<file path="config.mk">
export PLATFORM = sky130hd
export DESIGN_NAME = jtcolmix_prio_n
export DESIGN_NICKNAME = d
export VERILOG_FILES = /design/src/rtl/jtcolmix_prio_n.sv
export SDC_FILE = /design/constraint.sdc
export NUM_CORES = 1
export LEC_CHECK = 0
export ABC_CLOCK_PERIOD_IN_PS = 4800
export BUFFER_PORTS_ARGS = -buffer_cell sky130_fd_sc_hd__buf_4
export CAP_MARGIN = 20
export CORE_MARGIN = 2
export CORE_UTILIZATION = 50
export CTS_CLUSTER_SIZE = 24
export DETAILED_ROUTE_END_ITERATION = 8
export PLACE_DENSITY = 0.67
export SYNTH_ARGS = -nofsm -noshare
export SYNTH_HDL_FRONTEND = slang
export SYNTH_SLANG_ARGS = --single-unit
</file>
<file path="constraint.sdc">
create_clock -name clk -period 4.8 [get_ports clk]
set_input_delay 0.96 -clock clk [delete_from_list [all_inputs] [get_ports clk]]
set_output_delay 0.96 -clock clk [all_outputs]
set_load 0.005 [all_outputs]
</file>
<file path="src/rtl/jtcolmix_prio_n.sv">
// rtl/jtcolmix_prio_n.sv - parametrised priority colour mixer with MMR, fold pipeline and one-pixel latency
module jtcolmix_prio_n #(
  parameter int LAYERS = 5,
  parameter int CW     = 8,
  parameter int PW     = 6,
  parameter int HW     = 3
)(
  input  logic                 clk,
  input  logic                 rst_n,
  input  logic                 pxl_cen,
  input  logic                 cs,
  input  logic [4:0]           addr,
  input  logic [7:0]           din,
  input  logic [LAYERS*PW-1:0] pri_in,
  input  logic [LAYERS*CW-1:0] col_in,
  input  logic [1:0]           shd_in,
  input  logic [4:0]           ioctl_addr,
  output logic [7:0]           ioctl_din,
  output logic [CW+HW-1:0]     cout,
  output logic                 col_n,
  output logic                 brit,
  output logic [1:0]           shd_out
);

  localparam int OW  = CW + HW;
  localparam int STW = $clog2(LAYERS + 2);

  logic [7:0] mmr [32];

  // Per-layer registers beyond LAYERS and the 24..31 hole are never written,
  // so they stay at their reset value of zero and read back as zero.
  function automatic logic reg_ok(input logic [4:0] a);
    if (a < 5'd8)       return int'(a) < LAYERS;
    else if (a < 5'd16) return (int'(a) - 8) < LAYERS;
    else                return a < 5'd24;
  endfunction

  // MMR write port
  always_ff @(posedge clk or negedge rst_n) begin
    if (!rst_n) begin
      for (int i = 0; i < 32; i++) mmr[i] <= 8'd0;
    end else if (cs && reg_ok(addr)) begin
      mmr[addr] <= din;
    end
  end

  assign ioctl_din = mmr[ioctl_addr];

  logic tie, bken;
  assign tie  = mmr[22][0];
  assign bken = mmr[22][1];

  // Stage 0: transparency and effective priority of every layer at the pixel strobe
  logic [PW-1:0] pri_c [8];
  logic          tr_c  [8];
  always_comb begin
    for (int i = 0; i < 8; i++) begin
      pri_c[i] = '0;
      tr_c[i]  = 1'b0;
    end
    for (int i = 0; i < LAYERS; i++) begin
      tr_c[i]  = mmr[17][i] ? (col_in[i*CW +: CW] == '0) : (col_in[i*CW +: 4] == 4'd0);
      pri_c[i] = tr_c[i] ? '1 : (mmr[16][i] ? pri_in[i*PW +: PW] : mmr[i][PW-1:0]);
    end
  end

  logic [CW-1:0]  col_l [8];
  logic [PW-1:0]  pri_l [8];
  logic           tr_l  [8];
  logic [1:0]     shd_l;
  logic [STW-1:0] st;

  logic [OW-1:0]  best_col;
  logic [PW-1:0]  best_pri;
  logic           best_tr;

  logic [OW-1:0]  done_col;
  logic           done_tr, done_brt, done_sel;
  logic [1:0]     done_shd;

  // Candidate for the current fold step: layer st-1
  logic [2:0]     lidx;
  logic [OW-1:0]  cand_col;
  logic [PW-1:0]  cand_pri;
  logic           cand_tr;
  logic           take;
  logic [PW-1:0]  thr;
  always_comb begin
    lidx     = 3'(st - 1'b1);
    cand_col = {mmr[5'd8 + {2'b00, lidx}][HW-1:0], col_l[lidx]};
    cand_pri = pri_l[lidx];
    cand_tr  = tr_l[lidx];
    take     = (st == STW'(1)) || (tie ? (cand_pri <= best_pri) : (cand_pri < best_pri));
    thr      = (shd_l == 2'd0) ? '1 : mmr[5'd18 + {3'b000, shd_l}][PW-1:0];
  end

  // Pixel pipeline: strobe sample / fold / commit; the strobe always wins over commit
  always_ff @(posedge clk or negedge rst_n) begin
    if (!rst_n) begin
      st       <= '0;
      shd_l    <= 2'd0;
      for (int i = 0; i < 8; i++) begin
        col_l[i] <= '0;
        pri_l[i] <= '0;
        tr_l[i]  <= 1'b0;
      end
      best_col <= '0;
      best_pri <= '0;
      best_tr  <= 1'b0;
      done_col <= '0;
      done_tr  <= 1'b0;
      done_brt <= 1'b0;
      done_sel <= 1'b0;
      done_shd <= 2'd0;
      cout     <= '0;
      col_n    <= 1'b0;
      brit     <= 1'b0;
      shd_out  <= 2'b11;
    end else if (pxl_cen) begin
      cout    <= done_col;
      col_n   <= done_tr;
      brit    <= done_brt;
      shd_out <= done_sel ? ~done_shd : 2'b11;
      shd_l   <= shd_in;
      for (int i = 0; i < LAYERS; i++) begin
        col_l[i] <= col_in[i*CW +: CW];
        pri_l[i] <= pri_c[i];
        tr_l[i]  <= tr_c[i];
      end
      st <= STW'(1);
    end else if (st != '0 && st <= STW'(LAYERS)) begin
      if (take) begin
        best_col <= cand_col;
        best_pri <= cand_pri;
        best_tr  <= cand_tr;
      end
      st <= st + 1'b1;
    end else if (st == STW'(LAYERS + 1)) begin
      done_col <= (best_tr && bken) ? OW'(mmr[23]) : best_col;
      done_tr  <= best_tr;
      done_brt <= best_pri >= mmr[18][PW-1:0];
      done_sel <= best_pri < thr;
      done_shd <= shd_l;
      st       <= '0;
    end
  end

endmodule

</file>
# After elaboration in Yosys (flattened, before gate mapping)
# Index checks and enable logic that the tools add are counted.
# Widths: inputs -> output; s select.
# op_classes
addsub	5
n_lt_le_gt_ge	16
eq_ne	2
muxes	45
n_bitwise	8
reduce_logical	20
# op_table
operator	count
$bwmux 256	1
$bmux 8 s5	3
$mux 6	15
$demux 8 s5	1
$logic_not 8->1	5
$mux 8	5
$bmux 8 s3	1
$ge 6x6->1 const B	4
$not 5->6	4
$logic_not 4->1	5
$bmux 6 s3	1
$mux 3	5
$lt 6x6->1	2
$mux 11	1
$lt 5x5->1 const B	2
$mux 1	10
$ge 6x6->1	1
$le 6x6->1	1
$lt 6x1->1 const B	1
$lt 6x4->1 const B	1
$reduce_and 3->1	2
$reduce_bool 3->1	2
$sub 5x4->6 const B	1
$add 4x3->5 const A	1
other kinds (17)	21
# totals
ff_bits	385
input_bits	94
output_inout_bits	23
wordCells	157

# Depth between registers and ports, before layout
# Gate-level depths: netlist (run 1).
# logic_depth
word_depth	9
ltp_mapped	17
ltp_nobuf	12

# Least setup slack after synthesis (run 1)
# Ideal clock, no wire load.
# synth_timing
path_kind	reg2reg
from	register st[0]
to	register best_col[1]
setup_ps	125
t_arrival_ps	3951
required_time_ps	4675
setup_slack_ps	724
stages_incl_launch_ff	18
path_buffers	6
synth_period_minus_slack_ps	4076
cell_sequence	dfrtp_1 > buf_4 > buf_2 > buf_2 > inv_1 > ha_1 > nor2b_1 > clkbuf_1 > and2_0 > clkbuf_1 > a211o_1 > ha_1 > and4_1 > o21ai_0 > o211ai_1 > a31oi_2 > buf_6 > mux2_2
# synth_via
elab_chain_cells	9
word_cells_on_any_way	17
classes_between	1 x add/sub; 3 x order compare; 1 x eq/ne; 7 x mux; 1 x bitwise; 4 x reduce/logical
# synth_lines
element	line_no	source
start: declaration	71	logic [STW-1:0] st;
start signal: assignment	137	st <= st + 1'b1;
$sub 3x1->3 (*)	89	lidx = 3'(st - 1'b1);
$not 3->4 (not written as such) (*)	91	cand_pri = pri_l[lidx];
$bmux 6 s3 (*)	91	
$mux 6 (not written as such) (*) (2 in a row)	91	
net cand_pri[5]	84	logic [PW-1:0] cand_pri;
$lt 6x6->1 / $le 6x6->1 (equally long branches)	93	take = (st == STW'(1)) || (tie ? (cand_pri <= best_pri) : (cand_pri < best_pri));
$mux 1 (*)	93	
$logic_or 1x1->1 (*)	93	
$reduce_and 3->1 (no line) (*)	--	
end signal: assignment	133	best_col <= cand_col;
end: declaration	73	logic [OW-1:0] best_col;
# The timed path passes the listed nets; every way through them passes the cells marked *. The select of a mux whose other input is x is not followed.
# A chain may end at the register's enable or synchronous reset.

# Worst setup path after layout (run 1)
# layout_timing
from	input ioctl_addr[1]
to	output ioctl_din[0]
# layout_via
elab_chain_cells	4
# layout_lines
element	line_no	source
start: declaration	17	input logic [4:0] ioctl_addr,
$not 5->6 (not written as such)	47	assign ioctl_din = mmr[ioctl_addr];
$bmux 8 s5	47	
$mux 8 (not written as such) (2 in a row)	47	
end: declaration	18	output logic [7:0] ioctl_din,
# No other way between the ends. The select of a mux whose other input is x is not followed.

==> results_dict.tcl, run 1 <==
set metrics [dict create \
    status "completed" \
    synth_area_mm2 0.0182 \
    initial_utilization 0.511 \
    drive_gt1_frac 0.442 \
    final_nets 1487 \
    die-width_um 195 \
    clk_latency_ps 570 \
    skew_ps 19.8 \
    syn_avg_cell_area_um2 14.0 \
    hp-start "mmr[211]" \
    tns_ps 0 \
    globalplace.congestion 0.847 \
    ctsResizeCount 0 \
    hold_violations 0 \
    hold_end "mmr[211]" \
    synth_compound_area_frac 0.0368 \
    path_clk_slew_ps 50 \
    hold_ws_ps 372 \
    crit_type "input port to primary output" \
    ys_warn_count 45 \
    rsz0062_at_grt "false" \
    postCtsHoldBufs 0 \
    cts_buffers 42 \
    track_usage 0.250 \
    end_kind "primary output" \
    crit_arrival_ps 3140 \
    cts_buffer_depth 3 \
    reg2reg_to "best_col[9]" \
    synth_cells 1302 \
    dpl-instance-area_mm2 0.0194 \
    final_cell_mix "dfrtp_1 (383), mux2_2 (316), buf_4 (125), mux4_2 (86), mux2i_1 (68)" \
    grt_max_degree 105 \
    final_area_mm2 0.0208 \
    cp.required_ps 3840 \
    final_antenna_net_count 0 \
    synth_mux_area_frac 0.340 \
    rr_startpoint "st[1]" \
    cts_tree "yes" \
    ys_seq_elements 385 \
    hold_class "flop to flop" \
    utilization 0.582 \
    finalCritPeriodShare 0.853 \
    synthAdderAreaFrac 0.0185 \
    clock-sinks 385 \
    ys_types 46 \
    synth-simple-area-share 0.0458 \
    drtIter0Drc 666 \
    crit_path_start_kind "input port" \
    crit_fanout 24 \
    multi_input_area_mm2 0.00809 \
    vias 11100 \
    setup_viol_count_final 0 \
    synth_xor_area_frac 0.000960 \
    core_area_mm2 0.0357 \
    worst_slew_pin_slew_ps 1150 \
    vias_per_cell 5.97 \
    dieArea_mm2 0.0380 \
    antenna_found_initial 0 \
    ios 117 \
    synth_fp_nets 1423 \
    synth_top_family_by_area "multiplexers" \
    r2r_cells 12 \
    nFillCells 2885 \
    grt_first_pass_wirelength_um 71600 \
    r2r_slack_ps 1060 \
    yosysSeqAreaShare 0.528 \
    area_growth_pct 14.0 \
    synth-async-reset-ratio 1.00 \
    p_per_area_mw_per_mm2 474 \
    h-tree-depth 2 \
    max_freq_ghz 0.244 \
    drc 0 \
    critPathLaunch "ioctl_addr[1]" \
    io_buffers 116 \
    root_buffer "clkbuf_16" \
    ir_drop_uv 314 \
    cellLeakagePower_nw 9.59 \
    rows 69 \
    finalCriticalPeriod_ps 4100 \
    avgRoutedWirePerCell_um 24.6 \
    synth_edf_count 0 \
    final_common_cell "dfrtp_1" \
    first_global_vias 11700 \
    holdPathStages 0 \
    die_y_um 195 \
    overflow 0 \
    firstDrtPassIters 5 \
    antennaDiodeCount 0 \
    cts_setup_buffers 0 \
    slew_viol_final 0 \
    synthFlopType "dfrtp_1" \
    seq_area_mm2 0.00964 \
    maxCapViolCount 0 \
    hpwl_um 32000 \
    relSlewSlack 0.231 \
    wl_um 45800 \
]
## critical path, cell delays in order
cell    delay, ps
buf_4         350
buf_12        270
mux4_2        520
mux4_2        530
mux2_2        330
buf_4         150
## kinds of logic after synthesis
family / after synthesis
adders and majority gates: 27
AOI/OAI and AO/OA: 112
DFF: 385
xor gates and xnor gates: 2
buffers and inverters: 127
muxes: 471
and+or+nand+nor: 178
## cells in the mapped netlist (2+ instances only)
cell,instances,area (um^2)
dfrtp_1,383,9580
mux2_2,316,3560
mux4_2,86,1940
clkbuf_1,77,289
mux2i_1,68,681
nor2_1,56,210
nand2_1,53,199
a21oi_1,43,215
ha_1,27,338
o21ai_0,27,135
buf_1,16,60.1
inv_1,16,60.1
a31oi_1,15,93.8
nand3_1,11,55.1
buf_2,9,45.0
nor2_2,9,56.3
nand2b_1,8,50.1
nor2b_1,8,50.1
nor3_1,8,40.0
buf_6,7,78.8
a211o_1,6,52.6
nand4_1,6,37.5
a21boi_1,5,37.5
and3_1,5,31.3
nor4_1,5,31.3
o41ai_1,5,43.8
a211oi_1,2,15.0
a21o_1,2,15.0
and2_0,2,12.5
buf_4,2,15.0
dfstp_2,2,52.6
nand3b_1,2,15.0
o31ai_1,2,15.0
## sequential cells by signal, summed over array words and instances, names as in the netlist, 2 cells and up
register  flops
mmr         255
col_l        40
pri_l        30
best_col     11
cout         11
done_col     11
best_pri      6
tr_l          5
st            3
done_shd      2
shd_l         2
shd_out       2
## worst max-delay path by stage
stage | end
after floorplan | best_col[1]
after global placement | ioctl_din[0]
after detailed placement | ioctl_din[0]
after CTS | ioctl_din[0]
after global routing | ioctl_din[0]
final | ioctl_din[0]
## per-layer routing
| layer | GRT usage | share of wire | vias up |
|---|---|---|---|
| met1 | 0.345 | 0.43 | 5763 |
| met5 | 0 | 0 | - |
| met2 | 0.399 | 0.48 | 321 |
| met4 | 0.0939 | 0.036 | 0 |
| li1 | - | - | 4921 |
| met3 | 0.0434 | 0.048 | 87 |
## final cells by class
class	instances	share of cell area
tap	461	0.0277
timing repair buffer	131	0.0506
inverter	16	0.00289
clock buffer	60	0.0581
sequential	385	0.463
multi-input combinational	790	0.389
clock inverter	16	0.00866
## through the flow
stage	total power (W)	worst slack, ps	std cells
2_1_floorplan	0.00583	724	1302
3_3_place_gp	0.00661	693	1783
3_5_place_dp	0.00669	673	1783
4_1_cts	0.00994	671	1859
5_1_grt	0.0104	619	1859
6_report	0.00985	704	1859
## power breakdown
group	leakage, nW	switching [W]	total [W]	internal [W]
logic	3.95	0.00120	0.00245	0.00125
registers	4.96	0.000419	0.00418	0.00376
clock network	0.686	0.00135	0.00323	0.00188
total	9.59	0.00297	0.00985	0.00689
Power figures use the tool's default switching activity.
==> run 2, diff against run 1 <==
--- a/config.mk
+++ b/config.mk
@@ -12,7 +12,7 @@
 export CORE_UTILIZATION = 50
 export CTS_CLUSTER_SIZE = 24
 export DETAILED_ROUTE_END_ITERATION = 8
-export PLACE_DENSITY = 0.67
+export PLACE_DENSITY = 0.65
 export SYNTH_ARGS = -nofsm -noshare
 export SYNTH_HDL_FRONTEND = slang
 export SYNTH_SLANG_ARGS = --single-unit
==> results_dict.tcl, run 2 (synthesis gave the netlist of run 1 again) <==
set metrics [dict create \
    holdPathStages 0 \
    p_seq_frac 0.414 \
    drtIter0Drc 799 \
    vias 11200 \
    regMostFlops "mmr" \
    cts_tree "yes" \
    vias_per_cell 6.01 \
    track_usage 0.261 \
    maxCapViolCount 0 \
    final_common_cell "dfrtp_1" \
    r2r_slack_ps 970 \
    clkPwrFrac 0.343 \
    p_switching_w 0.00298 \
    worst_slew_pin_slew_ps 1040 \
    clock-sinks 385 \
    cpMaxStageDelayCell "mux4_2" \
    root_buffer "clkbuf_16" \
    drc 0 \
    die_y_um 195 \
    ctsResizeCount 0 \
    hold_end "mmr[195]" \
    path_clk_slew_ps 60 \
    cts_setup_buffers 0 \
    reg_top3 "mmr (255), col_l (40), pri_l (30)" \
    crit_type "input port to primary output" \
    internal_power_w 0.00719 \
    hold_violations 0 \
    slew_viol_final 0 \
    ir_drop_uv 285 \
    hpwl_um 34000 \
    area_growth_pct 14.8 \
    grt_max_degree 108 \
    final_cell_mix "dfrtp_1 (383), mux2_2 (316), buf_4 (130), mux4_2 (86), mux2i_1 (68)" \
    firstDrtPassIters 5 \
    avgRoutedWirePerCell_um 25.7 \
    crit_buf_inv 3 \
    tns_ps 0 \
    cellLeakagePower_nw 9.66 \
    overflow 0 \
    drive_gt1_frac 0.442 \
    reg2reg_to "best_col[7]" \
    hp-start "mmr[195]" \
    max_freq_ghz 0.244 \
    p_per_area_mw_per_mm2 486 \
    crit_arrival_ps 3140 \
    end_kind "primary output" \
    status "completed" \
    ios 117 \
    grt_first_pass_wirelength_um 74300 \
    rsz0062_at_grt "false" \
    crit_fanout 22 \
    initial_utilization 0.511 \
    postCtsHoldBufs 0 \
    first_global_vias 11800 \
    utilization 0.586 \
    die-width_um 195 \
    p_comb_frac 0.243 \
    wl_um 48000 \
    antennaDiodeCount 0 \
    cts_buffers 43 \
    rr_startpoint "st[1]" \
    final_nets 1493 \
    core_area_mm2 0.0357 \
    crit_top_cell "buf_4" \
    cp.required_ps 3840 \
    max_stage_delay_ps 520 \
    crit_path_start_kind "input port" \
    cts_buffer_depth 3 \
    dieArea_mm2 0.0380 \
    switching_share 0.293 \
    antenna_found_initial 0 \
    rows 69 \
    finalCritPeriodShare 0.855 \
    relSlewSlack 0.301 \
    h-tree-depth 2 \
    crit_family "multiplexers" \
    largest_register_ffs 255 \
    io_buffers 116 \
    final_antenna_net_count 0 \
    setup_viol_count_final 0 \
    clk_latency_ps 560 \
    globalplace.congestion 0.911 \
    finalCriticalPeriod_ps 4100 \
    cp_cell_sequence "buf_4 > buf_4 > mux4_2 > mux4_2 > mux2_2 > buf_4" \
    r2r_cells 13 \
    hold_class "flop to flop" \
    skew_ps 12.2 \
]
[run 2: routing by layer]
metal | GRT usage | share of wire
met2 | 0.445 | 0.50
met4 | 0.0970 | 0.039
met1 | 0.345 | 0.42
met3 | 0.0351 | 0.042
met5 | 0 | 0
[run 2: cell type report]
cell class	count	area (um^2)
clock buffers	67	1300
clock inverters	10	206
fillers	2816	14800
inverters	16	60.1
multi-input cells	790	8080
flip-flops and latches	385	9640
well taps	461	577
repair buffers	136	1090
[run 2: how the worst max path moves through the flow]
stage                        startpoint           end  slack [ps]  depth (start not counted)
after floorplan                   st[0]   best_col[1]         720                         17
after global placement    ioctl_addr[1]  ioctl_din[4]         680                          6
after detailed placement  ioctl_addr[1]  ioctl_din[4]         670                          6
after CTS                 ioctl_addr[1]  ioctl_din[4]         670                          6
after global routing      ioctl_addr[1]  ioctl_din[0]         600                          6
final                     ioctl_addr[1]  ioctl_din[4]         700                          6
[run 2: through the flow]
step	hold WS (ps)	instances	setup slack [ps]	area (um^2)	total power, W
detailed placement	362	1788	670	19400	0.00674
CTS	375	1865	670	20900	0.0102
global route	380	1865	601	20900	0.0107
global placement	360	1788	683	19400	0.00667
floorplan	396	1302	724	18200	0.00583
finish	373	1865	695	20900	0.0102
[run 2: worst reg2reg max path, stage by stage, from the launching register on]
cell	delay, ps
dfrtp_1	430
inv_1	100
ha_1	280
buf_4	260
nor2b_1	530
and2_0	390
a211o_1	200
ha_1	250
and4_1	240
o21ai_0	80
o211ai_1	120
a31oi_2	140
buf_4	300
mux2_2	390
[run 2: power groups by stage]
stage / Clock [W] / Sequential (W) / Combinational [W]
CTS: 0.00355 / 0.00421 / 0.00248
floorplan: 0 / 0.00402 / 0.00181
detailed placement: 0 / 0.00426 / 0.00248
finish: 0.00349 / 0.00421 / 0.00247
global placement: 0 / 0.00425 / 0.00242
global route: 0.00369 / 0.00426 / 0.00271
